### src/rtl/ec_pkg.sv
// Shared constants for the AV1 multi-symbol arithmetic encoder pipeline.
package ec_pkg;

  localparam int RANGE_WIDTH    = 16;
  localparam int SYMBOL_WIDTH   = 4;
  localparam int LUT_DATA_WIDTH = 16;
  localparam int D_WIDTH        = 5;

  // Range value after reset or init: a normalised range of one half.
  localparam logic [RANGE_WIDTH-1:0] RANGE_INIT = 16'h8000;

  // Minimum per-symbol probability term; stage 1 folds it into lut_v.
  localparam int EC_MIN_PROB = 4;

  // Unsigned 17-bit subtraction of two range-domain operands.
  function automatic logic [RANGE_WIDTH:0] sub17(input logic [RANGE_WIDTH:0] a,
                                                 input logic [RANGE_WIDTH:0] b);
    return a - b;
  endfunction

endpackage

### src/rtl/lzc_16.sv
// Combinational 16-bit leading-zero counter. All-zero input yields 16.
module lzc_16
  import ec_pkg::*;
(
  input  logic [15:0] data_i,
  output logic [4:0]  count_o
);

  logic [4:0] count_s;

  // Scan from LSB upward so the highest set bit determines the count.
  always_comb begin
    count_s = 5'd16;
    for (int i = 0; i < 16; i++) begin
      if (data_i[i]) begin
        count_s = 5'(15 - i);
      end else begin
        count_s = count_s;
      end
    end
  end

  assign count_o = count_s;

endmodule

### src/rtl/stage_2.sv
// Encoder stage 2: owns the range register, computes u/v, the new range,
// the low increment and the renormalisation shift for stage 3.
module stage_2
  import ec_pkg::*;
(
  input  logic                      clk_stage_2,
  input  logic                      reset,
  input  logic                      init,
  input  logic                      in_valid,
  input  logic [RANGE_WIDTH-1:0]    UU,
  input  logic [RANGE_WIDTH-1:0]    VV,
  input  logic                      COMP_mux_1,
  input  logic                      bool_out,
  input  logic [SYMBOL_WIDTH-1:0]   out_symbol,
  input  logic [LUT_DATA_WIDTH-1:0] lut_u_out,
  input  logic [LUT_DATA_WIDTH-1:0] lut_v_out,
  output logic                      out_valid,
  output logic [RANGE_WIDTH-1:0]    low_add,
  output logic [D_WIDTH-1:0]        shift_d,
  output logic [RANGE_WIDTH-1:0]    range_out,
  output logic                      err
);

  // Align register: holds stage-1 fields until the LUT data arrives.
  logic                   a_valid_q;
  logic [RANGE_WIDTH-1:0] a_uu_q;
  logic [RANGE_WIDTH-1:0] a_vv_q;
  logic                   a_comp_q;
  logic                   a_multi_q;
  logic                   a_bit_q;

  // Architectural state and registered outputs.
  logic [RANGE_WIDTH-1:0] range_q,     range_d;
  logic                   out_valid_q, out_valid_d;
  logic [RANGE_WIDTH-1:0] low_add_q,   low_add_d;
  logic [D_WIDTH-1:0]     shift_q,     shift_d_d;
  logic                   err_q,       err_d;

  // Compute-cycle datapath.
  logic [7:0]             rs_s;
  logic [23:0]            prod_u_s;
  logic [23:0]            prod_v_s;
  logic [RANGE_WIDTH:0]   u_s;
  logic [RANGE_WIDTH:0]   v_s;
  logic [RANGE_WIDTH:0]   r_s;
  logic [RANGE_WIDTH:0]   low_raw_s;
  logic [RANGE_WIDTH:0]   rng_raw_s;
  logic                   under_s;
  logic [4:0]             lzc_s;
  logic                   bad_s;
  logic [RANGE_WIDTH-1:0] norm_s;
  logic                   unused_s;

  // Capture stage-1 fields on in_valid; a_valid follows in_valid every cycle.
  always_ff @(posedge clk_stage_2 or negedge reset) begin
    if (!reset) begin
      a_valid_q <= 1'b0;
      a_uu_q    <= 16'd0;
      a_vv_q    <= 16'd0;
      a_comp_q  <= 1'b0;
      a_multi_q <= 1'b0;
      a_bit_q   <= 1'b0;
    end else begin
      a_valid_q <= in_valid;
      if (in_valid) begin
        a_uu_q    <= UU;
        a_vv_q    <= VV;
        a_comp_q  <= COMP_mux_1;
        a_multi_q <= bool_out;
        a_bit_q   <= out_symbol[0];
      end else begin
        a_uu_q    <= a_uu_q;
        a_vv_q    <= a_vv_q;
        a_comp_q  <= a_comp_q;
        a_multi_q <= a_multi_q;
        a_bit_q   <= a_bit_q;
      end
    end
  end

  // Scaled bounds: only the top byte of range enters the multiply.
  assign rs_s     = range_q[15:8];
  assign prod_u_s = 24'(rs_s) * 24'(a_uu_q);
  assign prod_v_s = 24'(rs_s) * 24'(a_vv_q);
  assign u_s      = prod_u_s[17:1] + {1'b0, lut_u_out};
  assign v_s      = prod_v_s[17:1] + {1'b0, lut_v_out};
  assign r_s      = {1'b0, range_q};

  // Select low increment and raw range for the active coding path.
  always_comb begin
    low_raw_s = 17'd0;
    rng_raw_s = 17'd0;
    under_s   = 1'b0;
    if (a_multi_q) begin
      if (a_comp_q) begin
        under_s   = (u_s > r_s) || (v_s > u_s);
        low_raw_s = sub17(r_s, u_s);
        rng_raw_s = sub17(u_s, v_s);
      end else begin
        under_s   = (v_s > r_s);
        low_raw_s = 17'd0;
        rng_raw_s = sub17(r_s, v_s);
      end
    end else begin
      under_s = (v_s > r_s);
      if (a_bit_q) begin
        low_raw_s = sub17(r_s, v_s);
        rng_raw_s = v_s;
      end else begin
        low_raw_s = 17'd0;
        rng_raw_s = sub17(r_s, v_s);
      end
    end
  end

  lzc_16 u_lzc (
    .data_i  (rng_raw_s[15:0]),
    .count_o (lzc_s)
  );

  // A zero range shows up as a count of 16 from the LZC.
  assign bad_s  = under_s || (lzc_s == 5'd16);
  assign norm_s = rng_raw_s[15:0] << lzc_s[3:0];

  // Next-state for range, error and the output register.
  always_comb begin
    range_d     = range_q;
    out_valid_d = 1'b0;
    low_add_d   = low_add_q;
    shift_d_d   = shift_q;
    err_d       = err_q;
    if (init) begin
      range_d     = RANGE_INIT;
      err_d       = 1'b0;
      out_valid_d = 1'b0;
    end else if (a_valid_q) begin
      out_valid_d = 1'b1;
      if (bad_s) begin
        err_d     = 1'b1;
        low_add_d = 16'd0;
        shift_d_d = 5'd0;
      end else begin
        range_d   = norm_s;
        low_add_d = low_raw_s[15:0];
        shift_d_d = lzc_s;
      end
    end else begin
      out_valid_d = 1'b0;
    end
  end

  // Range, error and output registers.
  always_ff @(posedge clk_stage_2 or negedge reset) begin
    if (!reset) begin
      range_q     <= RANGE_INIT;
      out_valid_q <= 1'b0;
      low_add_q   <= 16'd0;
      shift_q     <= 5'd0;
      err_q       <= 1'b0;
    end else begin
      range_q     <= range_d;
      out_valid_q <= out_valid_d;
      low_add_q   <= low_add_d;
      shift_q     <= shift_d_d;
      err_q       <= err_d;
    end
  end

  assign out_valid = out_valid_q;
  assign low_add   = low_add_q;
  assign shift_d   = shift_q;
  assign range_out = range_q;
  assign err       = err_q;

  // Bits that are structurally unused (upper symbol bits, product tails).
  assign unused_s = ^{out_symbol[3:1], prod_u_s[23:18], prod_u_s[0],
                      prod_v_s[23:18], prod_v_s[0], low_raw_s[16], rng_raw_s[16]};

endmodule

### config.mk
export PLATFORM = sky130hd
export DESIGN_NAME = stage_2
export DESIGN_NICKNAME = d
export VERILOG_FILES = /design/src/rtl/ec_pkg.sv /design/src/rtl/lzc_16.sv /design/src/rtl/stage_2.sv
export SDC_FILE = /design/constraint.sdc
export NUM_CORES = 1
export LEC_CHECK = 0
export ABC_CLOCK_PERIOD_IN_PS = 9400
export CORE_MARGIN = 2
export CORE_UTILIZATION = 30
export CTS_BUF_LIST = sky130_fd_sc_hd__clkbuf_8
export CTS_CLUSTER_SIZE = 10
export DETAILED_ROUTE_END_ITERATION = 8
export GPL_TIMING_DRIVEN = 0
export PLACE_DENSITY = 0.57
export SYNTH_ARGS = -nofsm -noshare
export SYNTH_HDL_FRONTEND = slang
export SYNTH_HIERARCHICAL = 1
export SYNTH_SLANG_ARGS = --single-unit
### constraint.sdc
create_clock -name clk_stage_2 -period 9.4 [get_ports clk_stage_2]
set_input_delay 2.35 -clock clk_stage_2 [delete_from_list [all_inputs] [get_ports clk_stage_2]]
set_output_delay 2.35 -clock clk_stage_2 [all_outputs]
set_load 0.1 [all_outputs]
==> results of run 1 <==
[worst min path at each step]
stage	slack (ns)	end	cells after the start
after detailed placement	0.47	low_add[8]	2
after CTS	0.50	low_add[8]	2
after floorplan	0.52	a_uu_q[15]	1
after global placement	0.47	low_add[11]	2
after global routing	0.53	low_add[11]	2
final	0.50	low_add[12]	2
[layer usage]
layer	global-route usage, %	wire length [um]
met5	0	0
met4	7.62	1670
met3	2.78	2960
met2	34.5	27100
met1	27.8	25400
[Yosys cell counts, types with 19 or more instances]
library cell | count | area [um^2]
inv_1 | 241 | 905
xor2_1 | 26 | 228
a211oi_1 | 27 | 203
a21oi_1 | 95 | 475
nand2_1 | 146 | 548
o21a_1 | 19 | 143
nor2_1 | 80 | 300
nand3_1 | 22 | 110
mux2_2 | 43 | 484
dfrtp_1 | 74 | 1850
and2_1 | 167 | 1040
ha_1 | 175 | 2190
a21o_1 | 37 | 278
clkbuf_1 | 60 | 225
fa_1 | 147 | 2940
o21ai_0 | 71 | 355
xnor2_1 | 76 | 666
o31ai_1 | 19 | 143
nor3_1 | 22 | 110
[worst max-delay path: cells and delay by family, from the launching register on]
kind                     cells  cell delay (ns)
buffers and inverters        7             0.78
multiplexers                 1             0.26
flip-flops                   1             0.58
adder cells (fa/ha/maj)      7             2.62
AO/OA/AOI/OAI               15             3.19
AND/OR/NAND/NOR              8             1.70
XOR/XNOR                     1             0.12
[flip-flops by register name, summed over array words and instances (netlist names)]
register,flops
a_valid_q,1
a_vv_q,16
out_valid,1
a_multi_q,1
err,1
low_add,16
range_out,16
a_uu_q,16
shift_d,5
a_bit_q,1
a_comp_q,1
[cell usage in the layout (no fill, tap or decap), types with 13 or more instances in the layout]
| cell | instances |
|---|---|
| a211oi_1 | 20 |
| a21o_1 | 37 |
| a21oi_1 | 77 |
| a21oi_2 | 13 |
| and2_1 | 161 |
| buf_4 | 103 |
| clkbuf_1 | 25 |
| clkdlybuf4s50_1 | 108 |
| dfrtp_1 | 67 |
| fa_1 | 145 |
| ha_1 | 148 |
| ha_4 | 20 |
| inv_1 | 230 |
| mux2_2 | 43 |
| nand2_1 | 141 |
| nand2b_1 | 14 |
| nand3_1 | 21 |
| nand4_1 | 13 |
| nor2_1 | 70 |
| nor2b_1 | 14 |
| nor3_1 | 20 |
| o211ai_1 | 18 |
| o21a_1 | 19 |
| o21ai_0 | 50 |
| o21ai_2 | 13 |
| o21bai_1 | 13 |
| xnor2_1 | 61 |
| xnor2_2 | 14 |
| xor2_1 | 21 |
[what timing repair did]
action	in CTS	in global routing
pin swaps	57	91
cloned	1	6
buffers inserted	60	54
resized for setup	183	160
endpoints found under the setup margin	38	38
[per-stage QoR]
step,instance area [um^2],setup TNS (ns),util [%],cells
after floorplan,15400,0,-,1815
after global placement,17300,-90.09,34.4,2596
after detailed placement,17300,-94.15,34.5,2597
after CTS,18800,0,37.4,2669
after global routing,19900,-9.08,39.6,2725
final,19900,0,39.6,2725
[cell families (layout without fill, tap and decap cells)]
logic type / Yosys count / count (layout) / synth area share, %
and+or+nand+nor: 528 / 528 / 17.9
AOI/OAI and AO/OA: 422 / 422 / 18.7
adders and majority gates: 322 / 322 / 33.5
buffers and inverters: 307 / 545 / 7.54
xor gates and xnor gates: 102 / 102 / 5.82
DFF: 75 / 75 / 12.2
muxes: 59 / 59 / 4.36
[final cells by class]
cell class	instances	area, um^2
Tap cell	672	841
Buffer	56	444
Clock inverter	7	76.3
Inverter	243	913
Clock buffer	9	124
Fill cell	5071	30400
Timing Repair Buffer	230	2170
Multi-Input combinational cell	1433	13400
Sequential cell	75	1910
==> results.yml, run 1 <==
routing:
  drt-total-wl_um: 57200
  firstDrtPassIters: 6
  drc: 0
  num_vias: 14400
  drt.antenna.violating_nets: 0
  drt-vias-per-instance: 5.30
  drt_iter0_drc: 1105
  avgRoutedWirePerCell_um: 21.0
timing:
  finalMaxSlewViolations: 0
  worst_pin_slew_ns: 0.996
  timing.final.crit_share_pct: 99.8
  fin_crit_ns: 9.38
  rsz0062_at_grt: "yes"
  fmax_mhz: 107
  hold_slack_ns: 0.503
  slew_headroom_pct: 33.4
  setup_viol: 0
  skew_ns: 0.0203
  hold_violations: 0
  setup_ws_ns: 0.0196
setup_path:
  cp_slowest_cell: "dfrtp_4"
  crit_end: "range_out[12]"
  required_ns: 9.75
  rrSetupSlack_ns: 0.02
  critPathArrivalTime_ns: 9.73
  critPathKind: "flop to flop"
  cp_common_cell: "fa_1"
  r2r_start: "range_out[10]"
  startpoint_type: "flop"
  cp_max_fo: 8
  rr_worst_depth: 39
  critPathLaunch: "range_out[10]"
  end_kind: "flop"
  reg2reg_to: "range_out[12]"
  cpPeakStageDelay_ns: 0.58
placed_design:
  detailedPlace.worstSlack_ns: -2.66
  globalplace.congestion: 0.918
  port_buffers: 109
  hpwl_um: 43400
logic_synthesis:
  ys.flop_type: "dfrtp_1"
  synthCells: 1815
  ys_ff_latch: 75
  yosys_warnings: 6
  synth_edf_count: 0
  synth-seq-area-share_pct: 12.2
  netlist_area_um2: 15300
  syn_area_per_cell_um2: 8.45
  synth_async_sr_flop_share_pct: 100
  synth_nets: 2211
  synth_cell_type_count: 77
global_route:
  grt_pass1_vias: 14500
  grt_pass1_wl_um: 84200
  grt_usage_pct: 20.9
  antenna_found_initial: 1
  grt_max_degree: 46
  overflow: 0
run_status:
  status: "finished clean"
floorplan:
  die_h_um: 230
  fp.dieW_um: 230
  core_area_um2: 50300
  start_util_pct: 30.5
  num_rows: 82
  io-pin-count: 113
  die-area_um2: 53000
clock_tree:
  insertion_delay_ns: 0.47
  clock-sinks: 75
  cts_buffers: 9
  cts_buffer_depth: 2
  h-tree-depth: 3
  clk_pin_slew_worst_paths_ns: 0.11
  cts-root-buf: "clkbuf_8"
  cts_tree: "built"
  holdBufCountCts: 0
min_path:
  min-delay-start: "low_add[12]"
  hold_class: "flop to flop"
flow_run:
  drv_cap: 0
cells_and_area:
  syn2layout_area_growth_pct: 29.7
  diodes: 0
  fin_nets: 2444
  drive_gt1_share_pct: 19.7
Power of run 1 is not shown: default switching activity piles up to over one toggle a cycle in this logic, so the estimate is an artifact.
==> run 2: changes to the inputs <==
--- a/config.mk
+++ b/config.mk
@@ -11,6 +11,7 @@
 export CTS_BUF_LIST = sky130_fd_sc_hd__clkbuf_8
 export CTS_CLUSTER_SIZE = 10
 export DETAILED_ROUTE_END_ITERATION = 8
+export GPL_ROUTABILITY_DRIVEN = 0
 export GPL_TIMING_DRIVEN = 0
 export PLACE_DENSITY = 0.57
 export SYNTH_ARGS = -nofsm -noshare
==> run 2 against run 1 <==
Effect of this change:
- count of clock-buffer cells in the layout did not move
- maximum frequency shrank 0.65%
- die area unchanged
- wire length fell by 2.6%
- critical path depth up 9
- utilization decreased by 0.16 points
- global-route usage shrank 0.46 points
- clock skew increased by 0.016 ns
- first-iteration DRC count grew 13%
- worst setup slack got worse by 0.062 ns
- non-clock buffer count down 2
- the flow now finishes with violations (negative setup slack)
- final area down 0.41%
==> results.yml, run 2 (synthesis gave the netlist of run 1 again) <==
setup_path:
  cp_common_cell: "buf_4"
  critPathKind: "flop to flop"
  required_ns: 9.79
  startpoint_type: "flop"
  cp_slowest_cell: "dfstp_4"
  r2r_start: "range_out[15]"
  cp_max_fo: 6
  critPathArrivalTime_ns: 9.84
  cpPeakStageDelay_ns: 0.71
  end_kind: "flop"
  critPathLaunch: "range_out[15]"
cells_and_area:
  fillers: 5068
  syn2layout_area_growth_pct: 29.1
  fin_area_um2: 19800
  final_cell_mix: "inv_1 (230), and2_1 (164), fa_1 (146), ha_1 (144), nand2_1 (140)"
  drive_gt1_share_pct: 19.6
  fin_nets: 2442
  final_common_cell: "inv_1"
floorplan:
  core_area_um2: 50300
  fp.dieW_um: 230
  io-pin-count: 113
  die_h_um: 230
  num_rows: 82
  die-area_um2: 53000
  start_util_pct: 30.5
timing:
  worst_pin_slew_ns: 1.01
  slew_headroom_pct: 32.8
  finalMaxSlewViolations: 0
  rsz0062_at_grt: "yes"
  fmax_mhz: 106
  setup_ws_ns: -0.0423
  skew_ns: 0.0362
  setup_viol: 2
  timing.final.crit_share_pct: 100
  hold_violations: 0
  fin_crit_ns: 9.44
global_route:
  grt_pass1_vias: 14400
  antenna_found_initial: 0
  overflow: 0
  grt_max_degree: 46
  grt_pass1_wl_um: 83000
  grt_usage_pct: 20.4
clock_tree:
  cts_buffers: 9
  insertion_delay_ns: 0.49
  cts-root-buf: "clkbuf_8"
  clk_pin_slew_worst_paths_ns: 0.14
  cts_tree: "built"
  cts_buffer_depth: 2
  h-tree-depth: 3
  clock-sinks: 75
placed_design:
  hpwl_um: 42400
  port_buffers: 109
  placed_cell_area_um2: 17300
routing:
  drt-vias-per-instance: 5.36
  firstDrtPassIters: 6
  drc: 0
  num_vias: 14600
  drt.antenna.violating_nets: 0
  drt_iter0_drc: 1249
  avgRoutedWirePerCell_um: 20.4
  drt-total-wl_um: 55700
flow_run:
  drv_cap: 0
min_path:
  hold_class: "flop to flop"
  min-delay-start: "low_add[11]"
run_status:
  status: "finished with violations"
  violations: "negative setup slack"
[run 2: final timing paths]
| check | end | slack, ns | cells after the start |
|---|---|---|---|
| max | range_out[12] | -0.04 | 48 |
| min | low_add[11] | 0.49 | 2 |
| max reg2reg | range_out[12] | -0.04 | 48 |
| min reg2reg | low_add[11] | 0.49 | 2 |
| max in group asynchronous | range_out[9] | 6.91 | 2 |
| min in group asynchronous | a_vv_q[8] | 1.85 | 1 |
[run 2: routing by layer]
layer  global-route usage, %  routed length (um)  part of all wire, %  up-vias
met3                    2.43                3610                  6.5       82
met5                       0                   0                    0        -
met4                    7.10                1570                  2.8        0
li1                        -                   -                    -     6656
met2                    33.6               26500                   48      567
met1                    27.7               24000                   43     7298
[run 2: final cells by class]
cell class	count	area [um^2]	share of cell area (%)
flip-flops and latches	75	1900	9.61
inverters	243	913	4.61
clock buffers	9	124	0.625
clock inverters	7	81.3	0.411
diodes	2	5.00	0.0253
repair buffers	228	2080	10.5
multi-input cells	1433	13500	67.9
plain buffers	56	412	2.08
well taps	672	841	4.24
[run 2: what timing repair did]
action | CTS | global route
gates cloned | 1 | 3
setup buffers | 61 | 53
hold buffers | 0 | 0
resized for setup | 158 | 180
pin swaps | 52 | 84
setup endpoints to repair | 38 | 38
[run 2: critical path: cells and delay by family, from the launching register on]
kind | cells | cell delay (ns)
AOI/OAI and AO/OA | 17 | 2.57
xor gates and xnor gates | 3 | 0.58
adders and majority gates | 7 | 2.70
buffers and inverters | 10 | 1.33
DFF | 1 | 0.71
and+or+nand+nor | 11 | 1.44
[run 2: through the flow]
| step | utilization [%] | TNS [ns] | std cells | hold slack [ns] | setup WS [ns] |
|---|---|---|---|---|---|
| after CTS | 37.2 | 0 | 2669 | 0.491 | 0.00427 |
| after global routing | 39.4 | -8.68 | 2723 | 0.525 | -0.297 |
| after detailed placement | 34.5 | -90.24 | 2597 | 0.467 | -2.56 |
| after floorplan | - | 0 | 1815 | 0.519 | 0.00295 |
| after global placement | 34.4 | -87.35 | 2596 | 0.478 | -2.48 |
| final | 39.4 | -0.0425 | 2725 | 0.494 | -0.0423 |
Power of run 2 is left out for the same reason.
